[config.mk]
export PLATFORM = sky130hd
export DESIGN_NAME = pixel_iter_ctrl
export DESIGN_NICKNAME = d
export VERILOG_FILES = /design/src/rtl/julia_pkg.sv /design/src/rtl/iter_counter.sv /design/src/rtl/pixel_iter_ctrl.sv
export SDC_FILE = /design/constraint.sdc
export NUM_CORES = 1
export LEC_CHECK = 0
export CELL_PAD_IN_SITES_DETAIL_PLACEMENT = 0
export CELL_PAD_IN_SITES_GLOBAL_PLACEMENT = 1
export CORE_ASPECT_RATIO = 2
export CORE_UTILIZATION = 35
export CTS_CLUSTER_DIAMETER = 80
export DETAILED_ROUTE_END_ITERATION = 12
export PLACE_DENSITY_LB_ADDON = 0.1
export SETUP_SLACK_MARGIN = 0.2
export SKIP_CTS_REPAIR_TIMING = 1
export SYNTH_ARGS = -nofsm -noshare
export SYNTH_HDL_FRONTEND = slang
export SYNTH_SLANG_ARGS = --single-unit
export TNS_END_PERCENT = 30
[constraint.sdc]
create_clock -name clk -period 5 [get_ports clk]
set_input_delay 1 -clock clk [delete_from_list [all_inputs] [get_ports clk]]
set_output_delay 1 -clock clk [all_outputs]
set_load 0.02 [all_outputs]
[src/rtl/julia_pkg.sv]
// Shared types and default widths for the Julia worker.
// Imported by the iteration controller and its counter.
package julia_pkg;

  typedef enum logic [2:0] {
    IDLE,
    LOAD,
    ISSUE,
    WAIT,
    DONE
  } iter_state_t;

  localparam int NUM_CNT_BITS_DEF = 8;
  localparam int COORD_W_DEF      = 16;

endpackage

[src/rtl/iter_counter.sv]
// Clear/enable iteration counter for one pixel.
// Flags when the next count would equal the limit.
module iter_counter #(
  parameter int W = julia_pkg::NUM_CNT_BITS_DEF
) (
  input  logic         clk,
  input  logic         n_rst,
  input  logic         clr,
  input  logic         en,
  input  logic [W-1:0] limit,
  output logic [W-1:0] next,
  output logic         at_limit
);

  logic [W-1:0] count;

  assign next     = count + W'(1);
  assign at_limit = (next == limit);

  // Count completed steps; clear wins over enable.
  always_ff @(posedge clk) begin
    if (!n_rst) begin
      count <= '0;
    end else if (clr) begin
      count <= '0;
    end else if (en) begin
      count <= next;
    end
  end

endmodule

[src/rtl/pixel_iter_ctrl.sv]
// Per-pixel iteration sequencer for the Julia worker.
// Loads the datapath, issues steps, reports count/escape.
module pixel_iter_ctrl
  import julia_pkg::*;
#(
  parameter int NUM_CNT_BITS = NUM_CNT_BITS_DEF,
  parameter int COORD_W      = COORD_W_DEF
) (
  input  logic                    clk,
  input  logic                    n_rst,
  input  logic                    job_valid,
  output logic                    job_ready,
  input  logic [COORD_W-1:0]      job_x,
  input  logic [COORD_W-1:0]      job_y,
  input  logic [NUM_CNT_BITS-1:0] max_iter,
  output logic                    dp_load,
  output logic                    step_start,
  input  logic                    step_done,
  input  logic                    escaped,
  output logic                    res_valid,
  input  logic                    res_ready,
  output logic [COORD_W-1:0]      res_x,
  output logic [COORD_W-1:0]      res_y,
  output logic [NUM_CNT_BITS-1:0] res_iter,
  output logic                    res_escaped
);

  iter_state_t state;
  iter_state_t state_nxt;

  logic [COORD_W-1:0]      x_q;
  logic [COORD_W-1:0]      y_q;
  logic [NUM_CNT_BITS-1:0] max_q;
  logic [NUM_CNT_BITS-1:0] iter_q;
  logic                    esc_q;

  logic [NUM_CNT_BITS-1:0] cnt_next;
  logic                    at_limit;
  logic                    accept;
  logic                    wdone;
  logic                    finish;

  assign job_ready  = (state == IDLE);
  assign dp_load    = (state == LOAD);
  assign step_start = (state == ISSUE);
  assign res_valid  = (state == DONE);

  assign accept = job_valid && job_ready;
  assign wdone  = (state == WAIT) && step_done;
  assign finish = escaped || at_limit;

  assign res_x       = x_q;
  assign res_y       = y_q;
  assign res_iter    = iter_q;
  assign res_escaped = esc_q;

  iter_counter #(
    .W(NUM_CNT_BITS)
  ) u_cnt (
    .clk     (clk),
    .n_rst   (n_rst),
    .clr     (accept),
    .en      (wdone && !finish),
    .limit   (max_q),
    .next    (cnt_next),
    .at_limit(at_limit)
  );

  // State register.
  always_ff @(posedge clk) begin
    if (!n_rst) begin
      state <= IDLE;
    end else begin
      state <= state_nxt;
    end
  end

  // Next-state decode; step_done only matters in WAIT.
  always_comb begin
    state_nxt = state;
    unique case (state)
      IDLE:  if (job_valid) state_nxt = LOAD;
      LOAD:  state_nxt = (max_q == '0) ? DONE : ISSUE;
      ISSUE: state_nxt = WAIT;
      WAIT: begin
        if (step_done) state_nxt = finish ? DONE : ISSUE;
      end
      DONE:  if (res_ready) state_nxt = IDLE;
      default: state_nxt = IDLE;
    endcase
  end

  // Job latch and result capture; escape beats the limit.
  always_ff @(posedge clk) begin
    if (!n_rst) begin
      x_q    <= '0;
      y_q    <= '0;
      max_q  <= '0;
      iter_q <= '0;
      esc_q  <= 1'b0;
    end else begin
      if (accept) begin
        x_q    <= job_x;
        y_q    <= job_y;
        max_q  <= max_iter;
        iter_q <= '0;
        esc_q  <= 1'b0;
      end
      if (wdone && escaped) begin
        iter_q <= cnt_next;
        esc_q  <= 1'b1;
      end else if (wdone && at_limit) begin
        iter_q <= max_q;
        esc_q  <= 1'b0;
      end
    end
  end

endmodule

# After elaboration in Yosys (flattened, before gate mapping)
# Cells that the tools add are included.
# op_classes
add_sub_neg	1
n_mul	0
div_mod_pow	0
order_cmp	0
n_eq_ne	8
n_shift	0
mux	12
n_bitwise	1
n_reduce_logical	12
# op_table
operator	count
8-bit two-way mux	3
3-bit two-way mux	5
3-bit case mux with 5 select lines	1
8-bit by 1-bit adder with 8-bit output, second input constant	1
8-bit equality test	1
8-bit zero test	1
3-bit by 2-bit equality test with 1-bit output, second input constant	2
1-bit logical AND	5
2-bit inequality test, second input constant	2
3-bit by 1-bit equality test with 1-bit output, second input constant	1
3-bit equality test, second input constant	1
3-bit zero test	1
1-bit two-way mux	3
3-bit AND reduction	1
3-bit nonzero test	1
2-bit by 1-bit inequality test with 1-bit output, second input constant	1
2-bit OR reduction	1
1-bit zero test	1
1-bit logical OR	1
1-bit inverter	1
# word_totals
ff_bits	60
latchBits	0
ramBits	0
mem_bits_ro	0
in_bits	46
output_inout_bits	45
wordCells	41
memories	0

# Depth between registers and ports, before layout
# logic_depth
depth_word	6
mapped_depth	8
mapped_depth_nobuf	7

# Modules after synthesis
# From an unflattened synthesis, not the netlist that was laid out.
# unflattened
hier_cells	340
hier_area_um2	2959.1
# modules_own_cells
mod	n_inst	cells_each	area_each_um2	seq_area_each_um2
pixel_iter_ctrl	1	260	2306.0	1041.0
iter_counter	1	80	653.1	160.2

# Worst setup path after synthesis
# Ideal clock, no wire load.
# synth_path
kind	register to register
from	reg state[0]
to	reg iter_q[0], in the netlist res_iter[0]
setup_ns	0.122
arrival_ns	2.029
required_time_ns	4.878
setup_slack_ns	2.850
stages_incl_launch_ff	8
n_path_buf	1
period_less_slack_ns	2.150
path_cell_list	dfxtp_1 -> nor3_1 -> nand2_1 -> and2_1 -> buf_1 -> nand2_1 -> o31ai_2 -> a221o_1
# synth_between
elab_cells_between_ends	9
cone_classes	eq/ne: 1; mux: 2; reduce/logical: 6
# synth_lines
element	line	source
start: declaration	pixel_iter_ctrl.sv:28	iter_state_t state;
start signal: assignment	pixel_iter_ctrl.sv:74	state <= state_nxt;
3-bit zero test	pixel_iter_ctrl.sv:43	assign job_ready = (state == IDLE);
named net job_ready	pixel_iter_ctrl.sv:12	output logic job_ready,
1-bit logical AND	pixel_iter_ctrl.sv:48	assign accept = job_valid && job_ready;
3-bit nonzero test (no line)	n/a	
end signal: assignment	pixel_iter_ctrl.sv:110	iter_q <= cnt_next;
end signal: assignment	pixel_iter_ctrl.sv:113	iter_q <= max_q;
end: declaration	pixel_iter_ctrl.sv:34	logic [NUM_CNT_BITS-1:0] iter_q;
# The timed path passes the listed nets, and every way through them passes these cells.
# A chain may end at the register's enable or synchronous reset.

# Final worst setup path
# layout_path
from	in job_valid
to	reg iter_q[4], in the netlist res_iter[4]
# layout_between
elab_chain_cells	2
# layout_lines
element	line	source
start: declaration	pixel_iter_ctrl.sv:11	input logic job_valid,
1-bit logical AND	pixel_iter_ctrl.sv:48	
3-bit nonzero test (no line)	n/a	
# No other way between the ends.

==> key figures <==
Outcome
  – Status: complete, no violations

Clock network
  – Clock Path Buffers: 2
  – Cts bufs inserted: 9
  – Skew-Pair Late Insertion Delay: between 0.3 and 0.4 ns
  – Clock root cell: clkbuf_16
  – Clock transition at the registers of the reported paths: 0.05 ns
  – H-Tree Depth: 3
  – Total clock sinks: 60
  – CTS tree: built

Placed design
  – Placed cells: 478
  – HPWL Detailed: 5230 um
  – Placer Congestion: 0.798
  – I/O Buffers: 90

GRT
  – Total track usage: 19.2%
  – First-pass GRT wire length: 11,600 um
  – Largest net degree at the start of global routing: 43
  – Initial antenna violation count: 0
  – Remaining global-route overflow: 0
  – Vias in the first global route: 2,419

Yosys
  – Post-synthesis instance area: 2680 sq um
  – Top-area cell type share of the netlist area: 44.8%
  – EDFF count, synth: 0
  – Syn avg cell area: ~8.6 sq um
  – Net Count, Synth: 357
  – Main area contributors after synthesis: dfxtp_1, nand2_1, a21boi_0, a221o_1, xnor2_1
  – FFs w/ async S/R, synth: 0%
  – Synth top cells by count: nand2_1, dfxtp_1, a21boi_0
  – Main flop type after synthesis: dfxtp_1
  – Top-count cell post-synth: nand2_1
  – Seq cells post-synth: 60
  – Mapped Cells: 310
  – Syn. warnings: 0
  – Post-synthesis sequential area ratio: 44.8%
  – Area leader, netlist: dfxtp_1
  – Number of library cell types mapped by synthesis: 44

STA
  – Final Skew: between 0.007 and 0.008 ns
  – Measured slew at the worst slew-check pin: approximately 0.63 ns
  – Rel. slew slack: 57.4%
  – Clock period minus worst slack: 2.76 ns
  – Setup violations, final: 0
  – RSZ-0062 raised after global routing: no
  – Final worst-path cycle share: 55.1%
  – Post-Route Setup TNS: 0 ns
  – Pins Over Slew Limit: 0
  – Final Hold Vio Count: 0
  – Peak Freq: 363 MHz

Detailed routing
  – DRC viols: 0
  – Wire length per cell: between 10 and 15 um
  – Final ANT Viol Nets: 0
  – Routed WL: 7140 um
  – First-pass DRT Iterations: 4
  – Drt initial violations: 134
  – Routed via count: 2,449
  – DR vias/cell: 4.97

Layout
  – Antenna cells: 0
  – Area Overhead vs Synth: 47.4%
  – Fin util: 54.0%
  – Final nets: 444
  – Non-Filler Instances: 493
  – Layout cells sized above 1: between 6 and 7%

Pwr
  – Leak: 1.46 nW
  – Peak supply drop: 0.218 mV
  – Pwr dens: 368 nW/um^2

Floorplan
  – Core area: 7320 sq um
  – Starting Density: between 30% and 40%
  – IO Pins: 91
  – Die extent in x: 63.9 um
  – Die area: 8040 sq um
  – Die Y: 126 um
  – Row count: 44

Setup path
  – Crit Path Max Fanout: 42
  – Worst R2R Path Depth: 7
  – Worst Setup Start Kind: input pin
  – Arr. time, crit path: 3.02 ns
  – Critical path class: input pin to register
  – Reg2Reg Setup Slack: 2.44 ns
  – Data required time of the worst path: 5.26 ns
  – Element type at the critical path end: register

Hold path
  – Hold path depth: 2
  – Worst hold path type: register to register

Flow run
  – Max-Cap Viols: 0
[stage by stage]
step / worst slack [ns] / hold slack, ns / total power (W) / instance area (sq um)
after floorplan: 2.85 / 0.469 / 0.000706 / 2680
after global placement: 1.94 / 0.448 / 0.000841 / 3650
after detailed placement: 1.87 / 0.455 / 0.000844 / 3650
after CTS: 2.21 / 0.461 / 0.00147 / 3950
after global routing: 2.06 / 0.485 / 0.00152 / 3950
final: 2.24 / 0.457 / 0.00145 / 3950
[where the power goes]
part           switching (W)  internal [W]
logic               0.000151      0.000133
clock network       0.000199      0.000423
registers          0.0000305      0.000516
[final cells by class]
type | instances | area (sq um)
fill | 708 | 3370
multi-input combinational | 230 | 1400
sequential | 60 | 1200
timing repair buffer | 93 | 923
clock buffer | 14 | 274
tap | 92 | 115
clock inverter | 1 | 30.0
inverter | 3 | 11.3
[state kept, by name, indices dropped and copies added, names as in the netlist]
| register | cells |
|---|---|
| res_y | 16 |
| res_x | 16 |
| res_iter | 8 |
| state | 3 |
| res_escaped | 1 |
| u_cnt.count | 8 |
| max_q | 8 |
[worst max-delay path, cell delays in order]
cell and delay [ns]:
clkdlybuf4s50_1 0.45, nand2_1 0.08, buf_4 0.39, nand2_1 0.24, o31ai_2 0.60, a221o_1 0.25
[cell families after synthesis]
logic type	count (synthesis)	synth area share, %
AO/OA/AOI/OAI	70	20.0
XOR/XNOR	15	6.49
adder cells (fa/ha/maj)	1	0.467
buffers and inverters	20	3.13
flip-flops	60	44.8
multiplexers	3	1.12
AND/OR/NAND/NOR	141	24.0
[placed cells by master, fill, tap and decap left out, types with 2 or more instances in the layout]
cell type | synthesis | routed
buf_4 | 0 | 3
mux2i_1 | 3 | 3
nor2_1 | 13 | 13
nand3_1 | 3 | 3
xnor2_1 | 7 | 7
nand2b_1 | 5 | 5
clkbuf_1 | 13 | 2
a21oi_1 | 7 | 7
and3_2 | 2 | 2
xor2_1 | 5 | 5
o21a_1 | 2 | 2
inv_1 | 3 | 3
dfxtp_1 | 60 | 60
o31ai_2 | 2 | 2
nand2_1 | 94 | 94
a21boi_0 | 41 | 41
clkdlybuf4s50_1 | 0 | 90
or3_1 | 2 | 2
clkbuf_16 | 0 | 9
nor4_1 | 2 | 2
clkbuf_8 | 0 | 3
nor3_1 | 3 | 3
o21ai_0 | 5 | 5
a221o_1 | 8 | 8
xnor3_1 | 2 | 2
nor3b_1 | 3 | 3
and2_1 | 3 | 3
[metal layers]
layer | wire length, um | global-route usage (%) | vias to the layer above
met1 | 2660 | 18.8 | 1137
li1 | - | - | 1223
met2 | 3750 | 33.0 | 70
met3 | 408 | 7.07 | 19
met4 | 320 | 12.6 | 0
met5 | 0 | 0 | -
[final timing paths]
check / startpoint / to
worst max-delay path: job_valid / res_iter[4]
worst min-delay path: res_x[6] / res_x[6]
worst max register to register: u_cnt.count[0] / res_iter[4]
worst min register to register: res_x[6] / res_x[6]
Note: power is estimated with default switching activity, not from simulation.
